==> src/rtl/button_event_detector.sv <==
// Per-channel press/release/long-press/auto-repeat event extractor for debounced button levels.
// Optional auto-repeat in LONG is compiled in with BUTTON_AUTO_REPEAT_EN.

module button_event_lane #(
  parameter int LONG_PRESS_CYCLES = 125000000,
  parameter int REPEAT_CYCLES     = 25000000,
  parameter int CNT_WIDTH         = 28
) (
  input  logic clk,
  input  logic rst_n,
  input  logic d,
  output logic press_pulse,
  output logic release_pulse,
  output logic long_press_pulse,
  output logic repeat_pulse,
  output logic held
);

`ifdef BUTTON_AUTO_REPEAT_EN
  localparam bit AUTO_REPEAT = 1'b1;
`else
  localparam bit AUTO_REPEAT = 1'b0;
`endif

  localparam logic [CNT_WIDTH-1:0] LONG_LAST = CNT_WIDTH'(LONG_PRESS_CYCLES - 1);
  localparam logic [CNT_WIDTH-1:0] REP_LAST  = CNT_WIDTH'(REPEAT_CYCLES - 1);
  localparam logic [CNT_WIDTH-1:0] CNT_MAX   = '1;

  typedef enum logic [2:0] {S_INIT, S_LOCKOUT, S_IDLE, S_PRESSED, S_LONG} state_t;

  state_t               state, state_nxt;
  logic [CNT_WIDTH-1:0] cnt, cnt_nxt, cnt_inc;
  logic                 press_nxt, rel_nxt, long_nxt, rep_nxt, held_nxt;

  assign cnt_inc = (cnt == CNT_MAX) ? cnt : cnt + CNT_WIDTH'(1);

  always_ff @(posedge clk or negedge rst_n) begin
    if (!rst_n) begin
      state            <= S_INIT;
      cnt              <= '0;
      press_pulse      <= 1'b0;
      release_pulse    <= 1'b0;
      long_press_pulse <= 1'b0;
      repeat_pulse     <= 1'b0;
      held             <= 1'b0;
    end else begin
      state            <= state_nxt;
      cnt              <= cnt_nxt;
      press_pulse      <= press_nxt;
      release_pulse    <= rel_nxt;
      long_press_pulse <= long_nxt;
      repeat_pulse     <= rep_nxt;
      held             <= held_nxt;
    end
  end

  always_comb begin
    state_nxt = state;
    cnt_nxt   = cnt;
    press_nxt = 1'b0;
    rel_nxt   = 1'b0;
    long_nxt  = 1'b0;
    rep_nxt   = 1'b0;
    case (state)
      // A level already high out of reset is treated as stale, not a press.
      S_INIT: begin
        state_nxt = d ? S_LOCKOUT : S_IDLE;
        cnt_nxt   = '0;
      end
      S_LOCKOUT: if (!d) begin
        state_nxt = S_IDLE;
        cnt_nxt   = '0;
      end
      S_IDLE: if (d) begin
        state_nxt = S_PRESSED;
        cnt_nxt   = '0;
        press_nxt = 1'b1;
      end
      S_PRESSED: begin
        if (!d) begin
          state_nxt = S_IDLE;
          cnt_nxt   = '0;
          rel_nxt   = 1'b1;
        end else if (cnt == LONG_LAST) begin
          state_nxt = S_LONG;
          cnt_nxt   = '0;
          long_nxt  = 1'b1;
        end else begin
          cnt_nxt   = cnt_inc;
        end
      end
      S_LONG: begin
        if (!d) begin
          state_nxt = S_IDLE;
          cnt_nxt   = '0;
          rel_nxt   = 1'b1;
        end else if (!AUTO_REPEAT) begin
          cnt_nxt   = '0;
        end else if (cnt == REP_LAST) begin
          cnt_nxt   = '0;
          rep_nxt   = 1'b1;
        end else begin
          cnt_nxt   = cnt_inc;
        end
      end
      default: begin
        state_nxt = S_INIT;
        cnt_nxt   = '0;
      end
    endcase
    held_nxt = (state_nxt == S_PRESSED) || (state_nxt == S_LONG);
  end

endmodule

module button_event_detector #(
  parameter int WIDTH             = 1,
  parameter int LONG_PRESS_CYCLES = 125000000,
  parameter int REPEAT_CYCLES     = 25000000,
  parameter int CNT_WIDTH         = $clog2(LONG_PRESS_CYCLES > REPEAT_CYCLES ?
                                           LONG_PRESS_CYCLES : REPEAT_CYCLES) + 1
) (
  input  logic             clk,
  input  logic             rst_n,
  input  logic [WIDTH-1:0] debounced_signal,
  output logic [WIDTH-1:0] press_pulse,
  output logic [WIDTH-1:0] release_pulse,
  output logic [WIDTH-1:0] long_press_pulse,
  output logic [WIDTH-1:0] repeat_pulse,
  output logic [WIDTH-1:0] held
);

  for (genvar i = 0; i < WIDTH; i++) begin : g_lane
    button_event_lane #(
      .LONG_PRESS_CYCLES (LONG_PRESS_CYCLES),
      .REPEAT_CYCLES     (REPEAT_CYCLES),
      .CNT_WIDTH         (CNT_WIDTH)
    ) u_lane (
      .clk              (clk),
      .rst_n            (rst_n),
      .d                (debounced_signal[i]),
      .press_pulse      (press_pulse[i]),
      .release_pulse    (release_pulse[i]),
      .long_press_pulse (long_press_pulse[i]),
      .repeat_pulse     (repeat_pulse[i]),
      .held             (held[i])
    );
  end

endmodule

==> config.mk <==
export PLATFORM = sky130hd
export DESIGN_NAME = button_event_detector
export DESIGN_NICKNAME = d
export VERILOG_FILES = /design/src/rtl/button_event_detector.sv
export SDC_FILE = /design/constraint.sdc
export NUM_CORES = 1
export LEC_CHECK = 0
export ABC_AREA = 0
export CAP_MARGIN = 30
export CORE_UTILIZATION = 64
export DETAILED_ROUTE_END_ITERATION = 8
export MAX_ROUTING_LAYER = met4
export PLACE_DENSITY = 0.83
export REMOVE_ABC_BUFFERS = 1
export SYNTH_ARGS = -nofsm -noshare
export SYNTH_HDL_FRONTEND = slang
export SYNTH_SLANG_ARGS = --single-unit
==> constraint.sdc <==
create_clock -name clk -period 6.7 [get_ports clk]
set_input_delay 1.34 -clock clk [delete_from_list [all_inputs] [get_ports clk]]
set_output_delay 1.34 -clock clk [all_outputs]
set_load 0.01 [all_outputs]
==> flow_summary.yaml, run 1 <==
outcome:
  status: "completed"
timing:
  worstMarginPinSlew_ps: 750
  fin_crit_ps: 3440
  setup_viol: 0
  rsz0062_at_grt: "no"
  fin_crit_sh_pct: 51.3
  relSlewSlack_pct: 50.0
  finalClockSkew_ps: 9.53
  fmax_mhz: 291
  finalHoldViolations: 0
  final_max_slew_viol_count: 0
  fin_setup_tns_ps: 0
placed_design:
  place_inst: 248
  dpl.hpwl_mm: 3.20
  numPortBuffers: 6
  gp_congestion: 0.931
cells_and_area:
  antenna_cells: 0
  final_common_cell: "dfrtp_1"
  layout.cells.non_filler: 256
  area_growth_pct: 6.59
  nNetsFinal: 228
  final_cell_mix: "35 x dfrtp_1, 20 x a21oi_1, 15 x nor2_1"
  drive_gt1_share_pct: 7.56
floorplan:
  placementRows: 19
  start_util_pct: 69.9
  pin_count: 8
  core_region_area_um2: 2850
  fp.dieW_um: 57.8
  dieArea_um2: 3340
  die_y_um: 57.8
critical_path:
  timing.rr.end: "g_lane[0].u_lane.cnt[11]$_DFFE_PN0P_"
  critPathMaxFanout: 17
  reg2reg_from: "g_lane[0].u_lane.cnt[0]$_DFFE_PN0P_"
  critical_path_class: "input port to flop"
  slowest_delay_ps: 630
  cp-start-kind: "input port"
  crit_chain: "clkdlybuf4s50_1 > or3b_2 > a21o_1 > o211ai_2 > or4_1 > a21oi_1"
  cp_slowest_cell: "clkdlybuf4s50_1"
  cp-end-kind: "flop"
  reg2reg_depth: 6
  arrival_ps: 3700
  cp.required_ps: 6970
  reg2reg_setup_slack_ps: 3680
synthesis:
  ys_seq_area_share_pct: 43.9
  synth_area_per_cell_um2: 9.11
  ys_warn_count: 0
  yosys_most_used_dff: "dfrtp_1"
  synth_seq_cells: 35
  syn-cell-area_um2: 1990
  synth_cells: 219
  synth_edf_count: 0
  async_flop_share_pct: 100
  ys_types: 50
clock_network:
  cts_setup_buffers: 0
  clk_latency_ps: 350
  clk_path_buf_depth: 2
  root_buffer: "clkbuf_4"
  cts_resized: 0
  cts_buffers: 5
  cts_tree: "done"
  hold_buffers: 0
  htree_num_levels: 2
  clkTransAtPathRegs_ps: 110
  clock-sinks: 35
global_routing:
  grt_max_degree: 36
  grt_pass1_wl_mm: 7.90
  grt-ovfl-total: 0
  grt_util_all_layers_pct: 32.0
  antenna_found_initial: 0
  grt_pass1_vias: 1750
detailed_routing:
  dr.pass1.iters: 6
  wl_per_cell_um: 17.8
  ant_nets: 0
  met2_length_mm: 2.19
  dr.first_iter.drc_count: 112
  top_layer_used: "met4"
  dr_wl_met3_um: 381
  wl_met1_mm: 1.81
  vias: 1835
  drc: 0
  via_per_inst: 7.17
  drt-total-wl_mm: 4.55
run:
  drv_cap: 0
power:
  seq_power_share_pct: 57.1
  switchingPower_uw: 101
  clockPowerShare_pct: 33.9
  netSwitchingFraction_pct: 25.7
  p_leak_nw: 0.801
  p_per_area_nw_per_um2: 185
  p_int_uw: 292
  ir_drop_mv: 0.156
  power_frac_comb_pct: 9.0
hold_path:
  whs_endpoint: "g_lane[0].u_lane.cnt[1]$_DFFE_PN0P_"
  worst_hold_path.num_cells: 1
  min_from: "g_lane[0].u_lane.cnt[1]$_DFFE_PN0P_"
  holdCritPathClass: "flop to flop"
==> synthesized netlist by cell type, drive strengths merged, types with 2 or more instances <==
library cell	count	area (µm²)
o21a	2	15.0
o21ai	16	80.1
nor2	15	56.3
o31ai	3	22.5
o2111ai	2	17.5
a21o	2	15.0
and4	2	17.5
a21boi	2	15.0
a21oi	20	100
and3	5	31.3
dfrtp	35	876
nand3	12	65.1
a22o	2	17.5
buf	6	32.5
or4	6	48.8
nor2b	2	12.5
mux2	4	45.0
clkbuf	3	11.3
nor4	8	50.1
nand2	14	52.6
xnor2	5	43.8
nor3	5	25.0
nor3b	5	37.5
inv	5	18.8
nand4	8	56.3
or3	11	68.8
o211ai	3	27.5
==> per-layer routing <==
layer,vias to the layer above,global-route usage (%)
li1,839,-
met1,892,39.2
met2,78,49.8
met3,26,6.03
met4,0,18.0
met5,-,-
==> area by class of cell <==
cell class	instances	area (µm²)
timing repair buffer	7	67.6
multi-input combinational	170	1060
clock buffer	8	68.8
fill	215	727
sequential	35	876
inverter	5	18.8
tap	31	38.8
==> registers in the layout, indices dropped and copies added (netlist names) <==
| register | flops |
|---|---|
| g_lane.u_lane.held | 1 |
| g_lane.u_lane.state | 3 |
| g_lane.u_lane.press_pulse | 1 |
| g_lane.u_lane.cnt | 28 |
| g_lane.u_lane.long_press_pulse | 1 |
| g_lane.u_lane.release_pulse | 1 |
==> power groups by stage <==
| stage | Clock [mW] | Combinational [mW] | Sequential (mW) |
|---|---|---|---|
| 6_report | 0.133 | 0.0353 | 0.224 |
| 5_1_grt | 0.139 | 0.0395 | 0.226 |
| 4_1_cts | 0.135 | 0.0354 | 0.224 |
| 3_5_place_dp | 0 | 0.0352 | 0.228 |
| 3_3_place_gp | 0 | 0.0339 | 0.227 |
| 2_1_floorplan | 0 | 0.0203 | 0.227 |
==> how the worst max path moves through the flow <==
| stage | to | depth (start not counted) | slack, ps | from |
|---|---|---|---|---|
| 3_5_place_dp | g_lane[0].u_lane.cnt[23]$_DFFE_PN0P_ | 6 | 3000 | debounced_signal |
| 5_1_grt | g_lane[0].u_lane.cnt[23]$_DFFE_PN0P_ | 6 | 3130 | debounced_signal |
| 4_1_cts | g_lane[0].u_lane.cnt[23]$_DFFE_PN0P_ | 6 | 3330 | debounced_signal |
| 2_1_floorplan | g_lane[0].u_lane.cnt[23]$_DFFE_PN0P_ | 5 | 3950 | debounced_signal |
| 6_report | g_lane[0].u_lane.cnt[23]$_DFFE_PN0P_ | 6 | 3260 | debounced_signal |
| 3_3_place_gp | g_lane[0].u_lane.cnt[23]$_DFFE_PN0P_ | 6 | 3130 | debounced_signal |
==> cells by family after synthesis <==
kind of cell	Yosys count	synth area share, %
AOI/OAI and AO/OA	60	19.1
xor gates and xnor gates	6	2.63
adders and majority gates	1	0.627
buffers and inverters	14	3.14
DFF	35	43.9
muxes	4	2.26
other	1	0.188
and+or+nand+nor	98	28.1
==> critical path, delay by kind of cell <==
kind	cells	cell delay, ps
buf+inv	1	630
simple gates	2	770
compound gates	3	960
==> stage by stage <==
| step | utilization (%) | hold WS (ps) | total power [mW] | setup WS [ps] | area [µm²] |
|---|---|---|---|---|---|
| after floorplan | - | 504 | 0.247 | 3950 | 1950 |
| after global placement | 72.1 | 541 | 0.261 | 3130 | 2060 |
| after detailed placement | 72.1 | 554 | 0.263 | 3000 | 2060 |
| after CTS | 74.5 | 583 | 0.394 | 3330 | 2130 |
| after global routing | 74.5 | 625 | 0.404 | 3130 | 2130 |
| final | 74.5 | 582 | 0.392 | 3260 | 2130 |
Note: power is estimated with default switching activity, not from simulation.
==> run 2, diff against run 1 <==
--- a/config.mk
+++ b/config.mk
@@ -7,10 +7,10 @@
 export LEC_CHECK = 0
 export ABC_AREA = 0
 export CAP_MARGIN = 30
-export CORE_UTILIZATION = 64
+export CORE_UTILIZATION = 54
 export DETAILED_ROUTE_END_ITERATION = 8
 export MAX_ROUTING_LAYER = met4
-export PLACE_DENSITY = 0.83
+export PLACE_DENSITY = 0.75
 export REMOVE_ABC_BUFFERS = 1
 export SYNTH_ARGS = -nofsm -noshare
 export SYNTH_HDL_FRONTEND = slang
==> constraint.sdc (replaced) <==
create_clock -name clk -period 2.91 [get_ports clk]
set_input_delay 0.582 -clock clk [delete_from_list [all_inputs] [get_ports clk]]
set_output_delay 0.582 -clock clk [all_outputs]
set_load 0.01 [all_outputs]
==> run 2 against run 1 <==
  * Routed wire length fell by 4.1%
  * Critical path depth did not move
  * Worst hold slack got worse by 14 ps
  * Final area rose by 2.5%
  * Power rose by 130%
  * Cell count rose by 6.6%
  * Clock-buffer cell count fell by 2
  * Via count fell by 4.1%
  * Critical path type is now flop to flop
  * Critical endpoint unchanged
  * Largest power group unchanged
==> flow_summary.yaml, run 2 (synthesized netlist as in run 1, its figures left out) <==
timing:
  relSlewSlack_pct: 54.0
  setup_viol: 0
  finalClockSkew_ps: 3.32
  worstMarginPinSlew_ps: 690
  final_max_slew_viol_count: 0
  final.setup.worst_slack_ps: 390
  rsz0062_at_grt: "no"
  fin_setup_tns_ps: 0
  fin_crit_ps: 2520
  finalHoldViolations: 0
  fin_crit_sh_pct: 86.6
  fmax_mhz: 397
power:
  p_leak_nw: 0.819
  p_per_area_nw_per_um2: 420
  ir_drop_mv: 0.234
detailed_routing:
  via_per_inst: 6.45
  vias: 1760
  dr.pass1.iters: 5
  dr.first_iter.drc_count: 138
  ant_nets: 0
  wl_per_cell_um: 16.0
  drt-total-wl_mm: 4.36
  drc: 0
hold_path:
  worst_hold_path.num_cells: 1
  holdCritPathClass: "flop to flop"
  min_from: "g_lane[0].u_lane.cnt[1]$_DFFE_PN0P_"
  whs_endpoint: "g_lane[0].u_lane.cnt[1]$_DFFE_PN0P_"
floorplan:
  fp.dieW_um: 62.8
  start_util_pct: 57.9
  core_region_area_um2: 3440
  pin_count: 8
  placementRows: 21
  dieArea_um2: 3940
  die_y_um: 62.8
critical_path:
  arrival_ps: 2660
  reg2reg_from: "g_lane[0].u_lane.cnt[0]$_DFFE_PN0P_"
  timing.rr.end: "g_lane[0].u_lane.cnt[23]$_DFFE_PN0P_"
  reg2reg_depth: 6
  reg2reg_setup_slack_ps: 390
  cp-end-kind: "flop"
  critPathMaxFanout: 13
  cp-start-kind: "flop"
  critical_path_class: "flop to flop"
  cp.required_ps: 3050
global_routing:
  grt_max_degree: 36
  grt_pass1_vias: 1637
  grt-ovfl-total: 0
  grt_pass1_wl_mm: 7.65
  grt_util_all_layers_pct: 26.1
  antenna_found_initial: 0
clock_network:
  htree_num_levels: 2
  clk_path_buf_depth: 2
  cts_tree: "done"
  hold_buffers: 0
  root_buffer: "clkbuf_8"
  clkTransAtPathRegs_ps: 60
  cts_buffers: 5
  clk_latency_ps: 290
  cts_setup_buffers: 0
  clock-sinks: 35
  cts_resized: 0
placed_design:
  pre_cts_slack_ps: 199
  numPortBuffers: 6
  dpl.hpwl_mm: 3.13
  gp_congestion: 0.990
  place_inst: 267
cells_and_area:
  layout.cells.non_filler: 273
  nNetsFinal: 232
  largest_reg_flops: 28
  drive_gt1_share_pct: 8.37
  final_cell_mix: "35 x dfrtp_1, 20 x a21oi_1, 15 x nor2_1"
  area_growth_pct: 9.22
  reg.largest.list: "g_lane.u_lane.cnt (28), g_lane.u_lane.state (3)"
  top_register: "g_lane.u_lane.cnt"
  final_common_cell: "dfrtp_1"
  antenna_cells: 0
outcome:
  status: "completed"
run:
  drv_cap: 0
-- run 2: layout make-up --
type / instances / area (µm²)
clock buffers: 6 / 72.6
repair buffers: 11 / 97.6
fillers: 304 / 1260
flip-flops and latches: 35 / 876
well taps: 46 / 57.6
multi-input cells: 170 / 1060
inverters: 5 / 18.8
-- run 2: worst max-delay path, stage by stage (launching register included) --
cell and delay (ps):
dfrtp_1 400, ha_1 220, nand3_1 230, or4_1 730, o211ai_2 520, or4_1 200, a21oi_1 60
-- run 2: report_power, final --
| part | switching (mW) | total (mW) | internal, mW |
|---|---|---|---|
| logic | 0.0502 | 0.0832 | 0.0330 |
| clock network | 0.158 | 0.317 | 0.159 |
| registers | 0.0157 | 0.516 | 0.500 |
| total | 0.223 | 0.915 | 0.692 |
-- run 2: worst max path at each step --
stage | to | slack (ps) | cells after the start | from
final | g_lane[0].u_lane.cnt[23]$_DFFE_PN0P_ | 390 | 6 | g_lane[0].u_lane.cnt[0]$_DFFE_PN0P_
after global routing | g_lane[0].u_lane.cnt[24]$_DFFE_PN0P_ | 130 | 7 | g_lane[0].u_lane.cnt[0]$_DFFE_PN0P_
after CTS | g_lane[0].u_lane.cnt[23]$_DFFE_PN0P_ | 400 | 6 | g_lane[0].u_lane.cnt[0]$_DFFE_PN0P_
after detailed placement | g_lane[0].u_lane.cnt[15]$_DFFE_PN0P_ | 200 | 6 | debounced_signal
after global placement | g_lane[0].u_lane.cnt[23]$_DFFE_PN0P_ | 310 | 6 | debounced_signal
after floorplan | g_lane[0].u_lane.cnt[16]$_DFFE_PN0P_ | 630 | 6 | g_lane[0].u_lane.cnt[0]$_DFFE_PN0P_
-- run 2: metrics by stage --
| step | hold slack [ps] | utilization (%) | area, µm² | power [mW] |
|---|---|---|---|---|
| 2_1_floorplan | 286 | - | 1950 | 0.569 |
| 3_3_place_gp | 539 | 61.2 | 2110 | 0.602 |
| 3_5_place_dp | 549 | 61.2 | 2110 | 0.607 |
| 4_1_cts | 571 | 63.3 | 2180 | 0.922 |
| 5_1_grt | 605 | 63.3 | 2180 | 0.958 |
| 6_report | 568 | 63.3 | 2180 | 0.915 |
-- run 2: per-layer routing --
layer | global-route usage (%) | share of wire, %
met1 | 33.6 | 45
met2 | 37.9 | 46
met3 | 5.11 | 5.9
met4 | 15.7 | 2.7
met5 | - | 0
